`config.mk`:
```
export PLATFORM = sky130hd
export DESIGN_NAME = if_fetch_unit
export DESIGN_NICKNAME = d
export VERILOG_FILES = /design/src/rtl/if_fetch_unit_pkg.sv /design/src/rtl/if_fetch_fifo.sv /design/src/rtl/if_fetch_fifo_chk.sv /design/src/rtl/if_fetch_unit.sv
export SDC_FILE = /design/constraint.sdc
export NUM_CORES = 1
export LEC_CHECK = 0
export CAP_MARGIN = 5
export CORE_ASPECT_RATIO = 1.5
export CORE_MARGIN = 10
export CORE_UTILIZATION = 45
export DETAILED_ROUTE_END_ITERATION = 16
export GPL_ROUTABILITY_DRIVEN = 1
export GPL_TIMING_DRIVEN = 0
export PLACE_DENSITY = 0.76
export SLEW_MARGIN = 20
export SYNTH_ARGS = -nofsm -noshare
export SYNTH_HDL_FRONTEND = slang
export SYNTH_HIERARCHICAL = 1
export SYNTH_SLANG_ARGS = --single-unit
```
`constraint.sdc`:
```
create_clock -name clk -period 5.73 [get_ports clk]
set_clock_uncertainty 0.15 [all_clocks]
set_input_delay 1.146 -clock clk [delete_from_list [all_inputs] [get_ports clk]]
set_output_delay 1.146 -clock clk [all_outputs]
set_load 0.005 [all_outputs]
```
`src/rtl/if_fetch_unit_pkg.sv`:
```
// Shared types and constants for the instruction-fetch stage.
// fetch_entry_t gains a misalign flag when IF_MISALIGN_TRAP_EN is defined.
package if_fetch_unit_pkg;

    localparam int              XLEN      = 32;
    localparam logic [XLEN-1:0] RESET_PC  = 32'h0000_0000;
    localparam logic [XLEN-1:0] NOP_INSTR = 32'h0000_0013;

    typedef struct packed {
        logic [XLEN-1:0] pc;
        logic [XLEN-1:0] instr;
`ifdef IF_MISALIGN_TRAP_EN
        logic            misalign;
`endif
    } fetch_entry_t;

    // Sequential fetch address; wraps modulo 2^XLEN
    function automatic logic [XLEN-1:0] next_pc(input logic [XLEN-1:0] pc);
        return pc + 32'd4;
    endfunction

endpackage

```
`src/rtl/if_fetch_fifo.sv`:
```
// Synchronous FIFO of fetch entries with flush (clear), push, pop and occupancy count.
// A clear in the same cycle as a push leaves exactly the pushed entry.
module if_fetch_fifo
    import if_fetch_unit_pkg::*;
#(
    parameter  int DEPTH = 2,
    localparam int PTR_W = $clog2(DEPTH),
    localparam int CNT_W = $clog2(DEPTH + 1)
) (
    input  logic             clk,
    input  logic             rst_n,
    input  logic             clear,
    input  logic             push,
    input  logic             pop,
    input  fetch_entry_t     push_data,
    output fetch_entry_t     head,
    output logic [CNT_W-1:0] count
);

    fetch_entry_t     mem_r [DEPTH];
    logic [PTR_W-1:0] rd_ptr_r;
    logic [PTR_W-1:0] wr_ptr_r;
    logic [CNT_W-1:0] count_r;
    logic             do_pop_s;
    logic             do_push_s;
    logic [PTR_W-1:0] wr_idx_s;

    // Qualify push/pop; a flush restarts writing at slot zero
    always_comb begin
        do_pop_s  = pop && (count_r != '0) && !clear;
        do_push_s = push && (clear || do_pop_s || (count_r != CNT_W'(DEPTH)));
        if (clear) begin
            wr_idx_s = '0;
        end else begin
            wr_idx_s = wr_ptr_r;
        end
        head  = mem_r[rd_ptr_r];
        count = count_r;
    end

    // Pointer and occupancy state
    always_ff @(posedge clk) begin
        if (!rst_n) begin
            rd_ptr_r <= '0;
            wr_ptr_r <= '0;
            count_r  <= '0;
        end else if (clear) begin
            rd_ptr_r <= '0;
            wr_ptr_r <= do_push_s ? PTR_W'(1) : '0;
            count_r  <= do_push_s ? CNT_W'(1) : '0;
        end else begin
            if (do_pop_s) rd_ptr_r <= rd_ptr_r + PTR_W'(1);
            if (do_push_s) wr_ptr_r <= wr_ptr_r + PTR_W'(1);
            case ({do_push_s, do_pop_s})
                2'b10:   count_r <= count_r + CNT_W'(1);
                2'b01:   count_r <= count_r - CNT_W'(1);
                default: count_r <= count_r;
            endcase
        end
    end

    // Entry storage
    always_ff @(posedge clk) begin
        if (do_push_s) mem_r[wr_idx_s] <= push_data;
    end

    if_fetch_fifo_chk #(.DEPTH(DEPTH), .CNT_W(CNT_W)) u_chk (
        .clk    (clk),
        .rst_n  (rst_n),
        .push   (push),
        .clear  (clear),
        .do_pop (do_pop_s),
        .count  (count_r)
    );

endmodule

```
`src/rtl/if_fetch_fifo_chk.sv`:
```
// Protocol checker for the fetch response queue: a push must never land on a full queue.
module if_fetch_fifo_chk #(
    parameter int DEPTH = 2,
    parameter int CNT_W = 2
) (
    input logic             clk,
    input logic             rst_n,
    input logic             push,
    input logic             clear,
    input logic             do_pop,
    input logic [CNT_W-1:0] count
);

    a_no_overflow: assert property (@(posedge clk) disable iff (!rst_n)
        !(push && !clear && !do_pop && (count == CNT_W'(DEPTH))));

endmodule

```
`src/rtl/if_fetch_unit.sv`:
```
// Instruction-fetch stage: credit-limited in-order fetch, response queue, redirect flush.
// Optional IF_MISALIGN_TRAP_EN turns misaligned redirects into a flagged NOP and halts fetch.
module if_fetch_unit
    import if_fetch_unit_pkg::*;
#(
    parameter int FIFO_DEPTH = 2
) (
    input  logic            clk,
    input  logic            rst_n,
    input  logic            stall_i,
    input  logic            redirect_i,
    input  logic [XLEN-1:0] redirect_pc_i,
    output logic            imem_req_valid_o,
    input  logic            imem_req_ready_i,
    output logic [XLEN-1:0] imem_req_addr_o,
    input  logic            imem_resp_valid_i,
    input  logic [XLEN-1:0] imem_resp_data_i,
`ifdef IF_MISALIGN_TRAP_EN
    output logic            if_misalign_o,
`endif
    output logic            if_valid_o,
    output logic [XLEN-1:0] if_pc_o,
    output logic [XLEN-1:0] if_instr_o
);

    localparam int CNT_W = $clog2(FIFO_DEPTH + 1);

    logic [XLEN-1:0]  fetch_pc_r;
    logic [XLEN-1:0]  resp_pc_r;
    logic [XLEN-1:0]  target_pc_s;
    logic [CNT_W-1:0] outstanding_r;
    logic [CNT_W-1:0] drop_cnt_r;
    logic [CNT_W-1:0] fifo_count_s;
    logic [CNT_W:0]   credit_used_s;
    logic             issue_s;
    logic             accept_resp_s;
    logic             push_s;
    logic             pop_s;
    logic             trap_s;
    logic             halted_s;
    fetch_entry_t     push_entry_s;
    fetch_entry_t     head_s;
`ifdef IF_MISALIGN_TRAP_EN
    logic             halted_r;
`endif

    // Redirect target, misalignment trap and fetch halt
    always_comb begin
`ifdef IF_MISALIGN_TRAP_EN
        target_pc_s = redirect_pc_i;
        trap_s      = redirect_i && (redirect_pc_i[1:0] != 2'b00);
        halted_s    = halted_r;
`else
        target_pc_s = {redirect_pc_i[XLEN-1:2], 2'b00};
        trap_s      = 1'b0;
        halted_s    = 1'b0;
`endif
    end

    // Request credit, response acceptance, queue push/pop and head presentation
    always_comb begin
        credit_used_s    = {1'b0, outstanding_r} + {1'b0, fifo_count_s};
        imem_req_valid_o = rst_n && !redirect_i && !halted_s &&
                           (credit_used_s < (CNT_W + 1)'(FIFO_DEPTH));
        imem_req_addr_o  = fetch_pc_r;
        issue_s          = imem_req_valid_o && imem_req_ready_i;
        accept_resp_s    = imem_resp_valid_i && (drop_cnt_r == '0) && !redirect_i;
        if_valid_o       = (fifo_count_s != '0);
        pop_s            = if_valid_o && !stall_i && !redirect_i;
        push_entry_s     = '0;
        if (trap_s) begin
            push_s             = 1'b1;
            push_entry_s.pc    = redirect_pc_i;
            push_entry_s.instr = NOP_INSTR;
`ifdef IF_MISALIGN_TRAP_EN
            push_entry_s.misalign = 1'b1;
`endif
        end else begin
            push_s             = accept_resp_s;
            push_entry_s.pc    = resp_pc_r;
            push_entry_s.instr = imem_resp_data_i;
        end
        if (if_valid_o) begin
            if_pc_o    = head_s.pc;
            if_instr_o = head_s.instr;
        end else begin
            if_pc_o    = '0;
            if_instr_o = '0;
        end
`ifdef IF_MISALIGN_TRAP_EN
        if_misalign_o = if_valid_o && head_s.misalign;
`endif
    end

    // Fetch/response PCs plus outstanding and stale-response counters
    always_ff @(posedge clk) begin
        if (!rst_n) begin
            fetch_pc_r    <= RESET_PC;
            resp_pc_r     <= RESET_PC;
            outstanding_r <= '0;
            drop_cnt_r    <= '0;
        end else if (redirect_i) begin
            // every request still in flight after this cycle is stale
            fetch_pc_r    <= target_pc_s;
            resp_pc_r     <= target_pc_s;
            outstanding_r <= outstanding_r - CNT_W'(imem_resp_valid_i);
            drop_cnt_r    <= outstanding_r - CNT_W'(imem_resp_valid_i);
        end else begin
            if (issue_s) fetch_pc_r <= next_pc(fetch_pc_r);
            if (accept_resp_s) resp_pc_r <= next_pc(resp_pc_r);
            outstanding_r <= outstanding_r + CNT_W'(issue_s) - CNT_W'(imem_resp_valid_i);
            if (imem_resp_valid_i && (drop_cnt_r != '0)) drop_cnt_r <= drop_cnt_r - CNT_W'(1);
        end
    end

`ifdef IF_MISALIGN_TRAP_EN
    // Fetch halts after a misaligned redirect until the next redirect
    always_ff @(posedge clk) begin
        if (!rst_n) begin
            halted_r <= 1'b0;
        end else if (redirect_i) begin
            halted_r <= trap_s;
        end
    end
`endif

    if_fetch_fifo #(.DEPTH(FIFO_DEPTH)) u_fifo (
        .clk       (clk),
        .rst_n     (rst_n),
        .clear     (redirect_i),
        .push      (push_s),
        .pop       (pop_s),
        .push_data (push_entry_s),
        .head      (head_s),
        .count     (fifo_count_s)
    );

endmodule
```
==> key figures <==
Drt
  – Drt drc: 0
  – DR vias/cell: 5.65
  – Post-Route WL: 24,900 um
  – DR pass1 iterations: 5
  – DRT antenna net count: 0
  – Via count: 6,980
  – DRT iter0 DRCs: 360
  – WL per Instance: 20.1 um

Logic synthesis
  – Ys async rst share: 0%
  – Syn Area/Cell: 11.7 sq um
  – Post-synthesis cell area: 9060 sq um
  – FF+latch count, synth: 197
  – Post-synthesis sequential area ratio: 57.7%
  – Yosys cell types: 60
  – Mapped Cells: 773
  – Synth warn: 6
  – Ys flop type: edfxtp_1
  – Post-synth EDFFs: 128

Finish
  – Nets: 1,039
  – Diodes inserted: 0
  – Fillers: 1,624
  – Post-route insts no fill: 1,235
  – Share of layout cells above drive strength 1: 12.6%
  – Finished Core Util: 58.9%
  – Area Overhead vs Synth: 28.6%

Power
  – Power Total: 0.00312 W
  – Power per Cell Area: 268 nW/um^2
  – Peak supply drop: 0.000188 V
  – Leakage: 3.80 nW

Die
  – Die area: 26,300 sq um
  – Die Ht: 194 um
  – Number of placement rows: 63
  – # IOs: 168
  – Chip Width: 136 um
  – Total core area: 19,800 sq um
  – Initial Utilization: 45.8%

Timing
  – Tcrit/Tclk final: 89.8%
  – Setup tns final: 0 ns
  – Final setup viols: 0
  – RSZ-0062 raised after global routing: no
  – Slew Limit Fails: 0
  – Worst Tran Pin Value: 0.935 ns
  – Max Clock Freq: 0.194 GHz
  – Final count of hold timing violations: 0
  – Final Critical Period: 5.14 ns
  – Relative slew slack: 37.6%
  – Setup WS post-layout: 0.585 ns

Placement
  – Placer Congestion: 0.992
  – DP HPWL: 18,500 um
  – Port Buf Inserts: 163
  – Worst slack at placement: 0.529 ns
  – Cells after DPL: 1,203

Min path
  – Cells on Worst Hold Path: 0
  – Hold WC Path Type: reg -> reg
  – Hold Path Origin: resp_pc_r[20]$_SDFFE_PN0P_
  – Hold Path End: u_fifo/mem_r[0][52]$_DFFE_PP_

Setup path
  – Critical Path Sink Type: output pin
  – Critical Path RT: 4.43 ns
  – R2R depth: 13
  – Reg2reg end: outstanding_r[1]$_SDFF_PN0_
  – Crit start category: primary input
  – Crit-path max FO: 10
  – WP data arrival: 3.85 ns
  – Reg-to-reg slack, setup: 1.99 ns
  – Critical path class: in -> out
  – Reg-to-Reg Start: u_fifo/count[0]$_SDFFE_PN0P_

Clock tree
  – CTS tree: done
  – Hold buffer count at cts: 0
  – Inserted Clock Buffers: 17
  – H-tree Lvls: 4
  – Worst-Skew Late Latency: 0.44 ns
  – Post-CTS Setup Bufs: 0
  – CTS clock-pin slew for the worst setup and hold paths: 0.07 ns
  – Post-CTS resize count: 0
  – Number of clock sinks: 197
  – CTS Buffer Depth: 2
  – CTS root buf: clkbuf_16

Run
  – Max-cap viol count: 0

Global route
  – Gr ovfl total: 0
  – Largest net degree at the start of global routing: 66
  – Number of global-route vias before repair: 7,080
  – First-pass GRT wire length: 38,700 um
  – Total GRT Usage: 18.8%
  – Initial antenna violation count: 0

Status
  – Status: completed
how the worst max path moves through the flow:
stage,depth (start not counted),slack [ns],endpoint,from
floorplan,7,1.05,u_fifo/mem_r[1][0]$_DFFE_PP_,redirect_i
global placement,8,-1.12,u_fifo/mem_r[1][27]$_DFFE_PP_,redirect_i
detailed placement,6,0.53,imem_req_valid_o,redirect_i
CTS,6,0.52,imem_req_valid_o,redirect_i
global route,6,0.43,imem_req_valid_o,redirect_i
finish,6,0.59,imem_req_valid_o,redirect_i
critical path: stages:
cell and delay, ns:
clkdlybuf4s50_1 0.64, clkbuf_1 0.45, clkbuf_1 0.45, clkbuf_1 0.50, nor4b_1 0.16, clkdlybuf4s50_1 0.49
sequential cells by signal (all words and copies together), names as in the netlist, named ones only:
name / flops
u_fifo/rd_ptr_r: 1
imem_req_addr_o: 30
drop_cnt_r: 2
outstanding_r: 2
resp_pc_r: 30
u_fifo/count: 2
u_fifo/mem_r: 128
u_fifo/wr_ptr_r: 1
layout by cell type, fill, tap and decap left out, types with 4 or more instances in the layout:
cell and instances:
nor2_1 14, inv_6 4, nand2b_1 12, a211oi_1 6
a21oi_1 23, nor4_1 17, ha_1 6, and2_1 68
edfxtp_1 128, inv_1 16, inv_8 5, nand4_1 21
dfxtp_1 69, nor3_1 17, o31ai_1 15, xnor2_1 15
o311ai_0 4, and4_1 7, a31oi_1 23, or4_1 20
or3_1 12, nand3_1 23, clkdlybuf4s50_1 163, conb_1 6
clkbuf_1 33, clkbuf_16 17, nand2_1 40, buf_2 9
mux2_2 64, xor2_1 9, o21ai_0 45
synthesized netlist by cell type, types with 4 or more instances:
master,instances,area [sq um]
a211oi_1,6,45.0
a21oi_1,23,115
a31oi_1,23,144
and2_1,68,425
and4_1,7,61.3
buf_2,9,45.0
clkbuf_1,33,124
dfxtp_1,69,1380
edfxtp_1,128,3840
ha_1,6,75.1
inv_1,16,60.1
mux2_2,64,721
nand2_1,40,150
nand2b_1,12,75.1
nand3_1,23,115
nand4_1,21,131
nor2_1,15,56.3
nor3_1,17,85.1
nor4_1,17,106
o21ai_0,45,225
o311ai_0,4,35.0
o31ai_1,15,113
or3_1,12,75.1
or4_1,20,150
xnor2_1,15,131
xor2_1,9,78.8
power by group:
| group | total (W) | internal (W) | switching [W] |
|---|---|---|---|
| clock network | 0.00115 | 0.000576 | 0.000573 |
| registers | 0.00164 | 0.00158 | 0.0000618 |
| logic | 0.000331 | 0.000175 | 0.000156 |
layer usage:
metal	vias up	track usage, %	wire [um]
met1	3339	20.3	9580
met5	-	0	0
met4	0	7.61	673
met3	56	4.62	1540
met2	277	33.7	13100
li1	3308	-	-
cells by family (layout without fill, tap and decap cells):
logic type	after synthesis	in the layout	share of synthesized area [%]
xor gates and xnor gates	24	24	2.32
muxes	66	66	8.18
and+or+nand+nor	277	277	18.3
adders and majority gates	7	7	1.05
other	1	6	0.0414
DFF	197	197	57.7
buffers and inverters	63	260	2.91
AOI/OAI and AO/OA	138	138	9.56
stage by stage:
| step | instance area, sq um | hold slack, ns |
|---|---|---|
| 3_5_place_dp | 11100 | 0.352 |
| 3_3_place_gp | 11000 | 0.335 |
| 5_1_grt | 11700 | 0.382 |
| 2_1_floorplan | 9080 | 0.290 |
| 4_1_cts | 11600 | 0.375 |
| 6_report | 11700 | 0.375 |
final cells by class:
class                      count  area, sq um  share of cell area, %
buffer                        47          204                   1.75
clock buffer                  17          425                   3.65
clock inverter                15          138                   1.18
inverter                      16         60.1                  0.515
multi-input combinational    518         3600                   30.9
sequential                   197         5230                   44.8
tap                          260          325                   2.79
timing repair buffer         165         1670                   14.3
Note: power is estimated with default switching activity, not from simulation.
==> variant: new RTL, same settings <==
Build with the macro `IF_MISALIGN_TRAP_EN` defined.
--- a/src/rtl/if_fetch_unit_pkg.sv
+++ b/src/rtl/if_fetch_unit_pkg.sv
@@ -1,5 +1,7 @@
 // Shared types and constants for the instruction-fetch stage.
 // fetch_entry_t gains a misalign flag when IF_MISALIGN_TRAP_EN is defined.
+`define IF_MISALIGN_TRAP_EN
+
 package if_fetch_unit_pkg;
 
     localparam int              XLEN      = 32;
Behaviour (old outputs only; new: if_misalign_o): not the same (Yosys sat finds a counterexample within 4 cycles, from zero or initial values and one cycle with rst_n low).
==> variant against the unedited design <==
  * Count of clock-buffer cells in the layout increased by 9
  * Routed wire length increased by 16%
  * Sequential cell count increased by 7
  * First-iteration DRC count increased by 57%
  * Clock power increased by 22%
  * Register-to-register slack improved by 210 ps
  * Final cell count increased by 11%
  * Total power increased by 18%
  * Synthesized cell count increased by 16%
  * Area after synthesis increased by 10%
  * Via count increased by 15%
  * Setup slack improved by 530 ps
  * Design area increased by 10%
  * Critical path type is now input pin to flip-flop
==> variant: results <==
{
  "drt-vias-per-instance": 5.83,
  "synthMuxAreaShare_pct": 10.9,
  "max-vdd-ir-drop_uv": 175,
  "placed_cell_area_sq_um": 12100,
  "ant_nets": 0,
  "largest_reg_flops": 130,
  "multiInputGateArea_sq_um": 4350,
  "maxSlewHeadroom_pct": 34.8,
  "ys_seq_area_share_pct": 53.8,
  "ys_types": 56,
  "place_hpwl_um": 21300,
  "post_drt_wl_per_cell_um": 21.0,
  "startpoint": "redirect_i",
  "min_path_cells": 2,
  "layout.cells.non_filler": 1374,
  "htree_levels": 1,
  "nets": 1165,
  "synth_common_cells": "130 x edfxtp_1, 102 x and2_1, 95 x mux2_2",
  "whs_ps": 348,
  "setup_violations": 0,
  "diodes": 0,
  "place.gp.congestion": 0.939,
  "synth_compound_area_share_pct": 9.29,
  "hold_start": "resp_pc_r[0]$_SDFFE_PN0P_",
  "drtPass1Iterations": 5,
  "start_kind": "input pin",
  "synth-adder-area-share_pct": 0.951,
  "dpl_worst_slack_ps": 654,
  "critPathMaxFanout": 18,
  "clock_latency_ps": 490,
  "cts_resized": 0,
  "worst_setup_path_end_kind": "flip-flop",
  "grt_usage_pct": 19.5,
  "grt_pass1_wl_um": 45000,
  "postSynthAreaPerCell_sq_um": 11.2,
  "synth_edf_count": 130,
  "drive_gt1_share_pct": 14.1,
  "p_leak_nw": 4.46,
  "cts-buffers-inserted": 20,
  "io_buffer_count": 168,
  "reg2reg_from": "u_fifo/count[1]$_SDFFE_PN0P_",
  "grt_start_max_net_pins": 67,
  "top_register": "u_fifo/mem_r",
  "grt_pass1_vias": 8028,
  "outcome": "finished clean",
  "r2r_slack_ps": 2200,
  "reg2reg_depth": 8,
  "min_to": "resp_pc_r[0]$_SDFFE_PN0P_",
  "worstPathArrival_ps": 4660,
  "antenna_found_initial": 0,
  "fill_cells": 1834,
  "dp.cells": 1338,
  "drtIter0Drc": 565,
  "clock_path_buffers": 3,
  "synthXorXnorAreaFrac_pct": 1.75,
  "fmax_mhz": 217,
  "timing.rr.end": "u_fifo/mem_r[1][27]$_DFFE_PP_",
  "netlist_top_cells_area": "edfxtp_1 39%, dfxtp_1 15%, mux2_2 11%, and2_1 6.4%, nand2_1 2.4%"
}
## variant: changes by cell type in the layout (fill, tap and decap cells not counted), moves of 8 or more
| cell | unedited run | this run |
|---|---|---|
| and4_1 | 7 | 17 |
| mux2_2 | 64 | 95 |
| nor3_1 | 17 | 9 |
| and3_1 | 3 | 12 |
| o31ai_1 | 15 | 7 |
| clkbuf_1 | 33 | 42 |
| a21oi_1 | 23 | 32 |
| nand4_1 | 21 | 29 |
| nand2_1 | 40 | 64 |
| and2_1 | 68 | 102 |
| or4_1 | 20 | 9 |
## variant: critical path, stage by stage
cell	delay (ps)
clkdlybuf4s50_1	510
clkbuf_1	280
clkbuf_1	320
buf_1	410
nor3b_1	710
or3b_2	250
nand2_1	80
nor2_4	510
buf_8	250
buf_16	170
## variant: cell type report
cell class / instances / share of cell area [%]
repair buffers: 171 / 13.7
clock buffers: 26 / 4.74
well taps: 272 / 2.66
clock inverters: 10 / 0.810
multi-input cells: 622 / 34.0
flip-flops and latches: 204 / 42.0
inverters: 13 / 0.381
plain buffers: 56 / 1.75
## variant: per-layer routing
metal	global-route usage [%]	part of all wire, %	vias to the layer above
li1	-	-	3748
met1	22.2	38	3834
met2	34.9	52	360
met3	3.36	6.9	70
met4	7.87	3.5	0
met5	0	0	-
## variant: report_power, final
| group | total (W) | switching (W) | leakage, nW | internal (W) |
|---|---|---|---|---|
| logic | 0.000524 | 0.000253 | 2.25 | 0.000271 |
| clock network | 0.00140 | 0.000563 | 0.354 | 0.000841 |
| registers | 0.00175 | 0.0000652 | 1.85 | 0.00168 |
| total | 0.00368 | 0.000881 | 4.46 | 0.00280 |
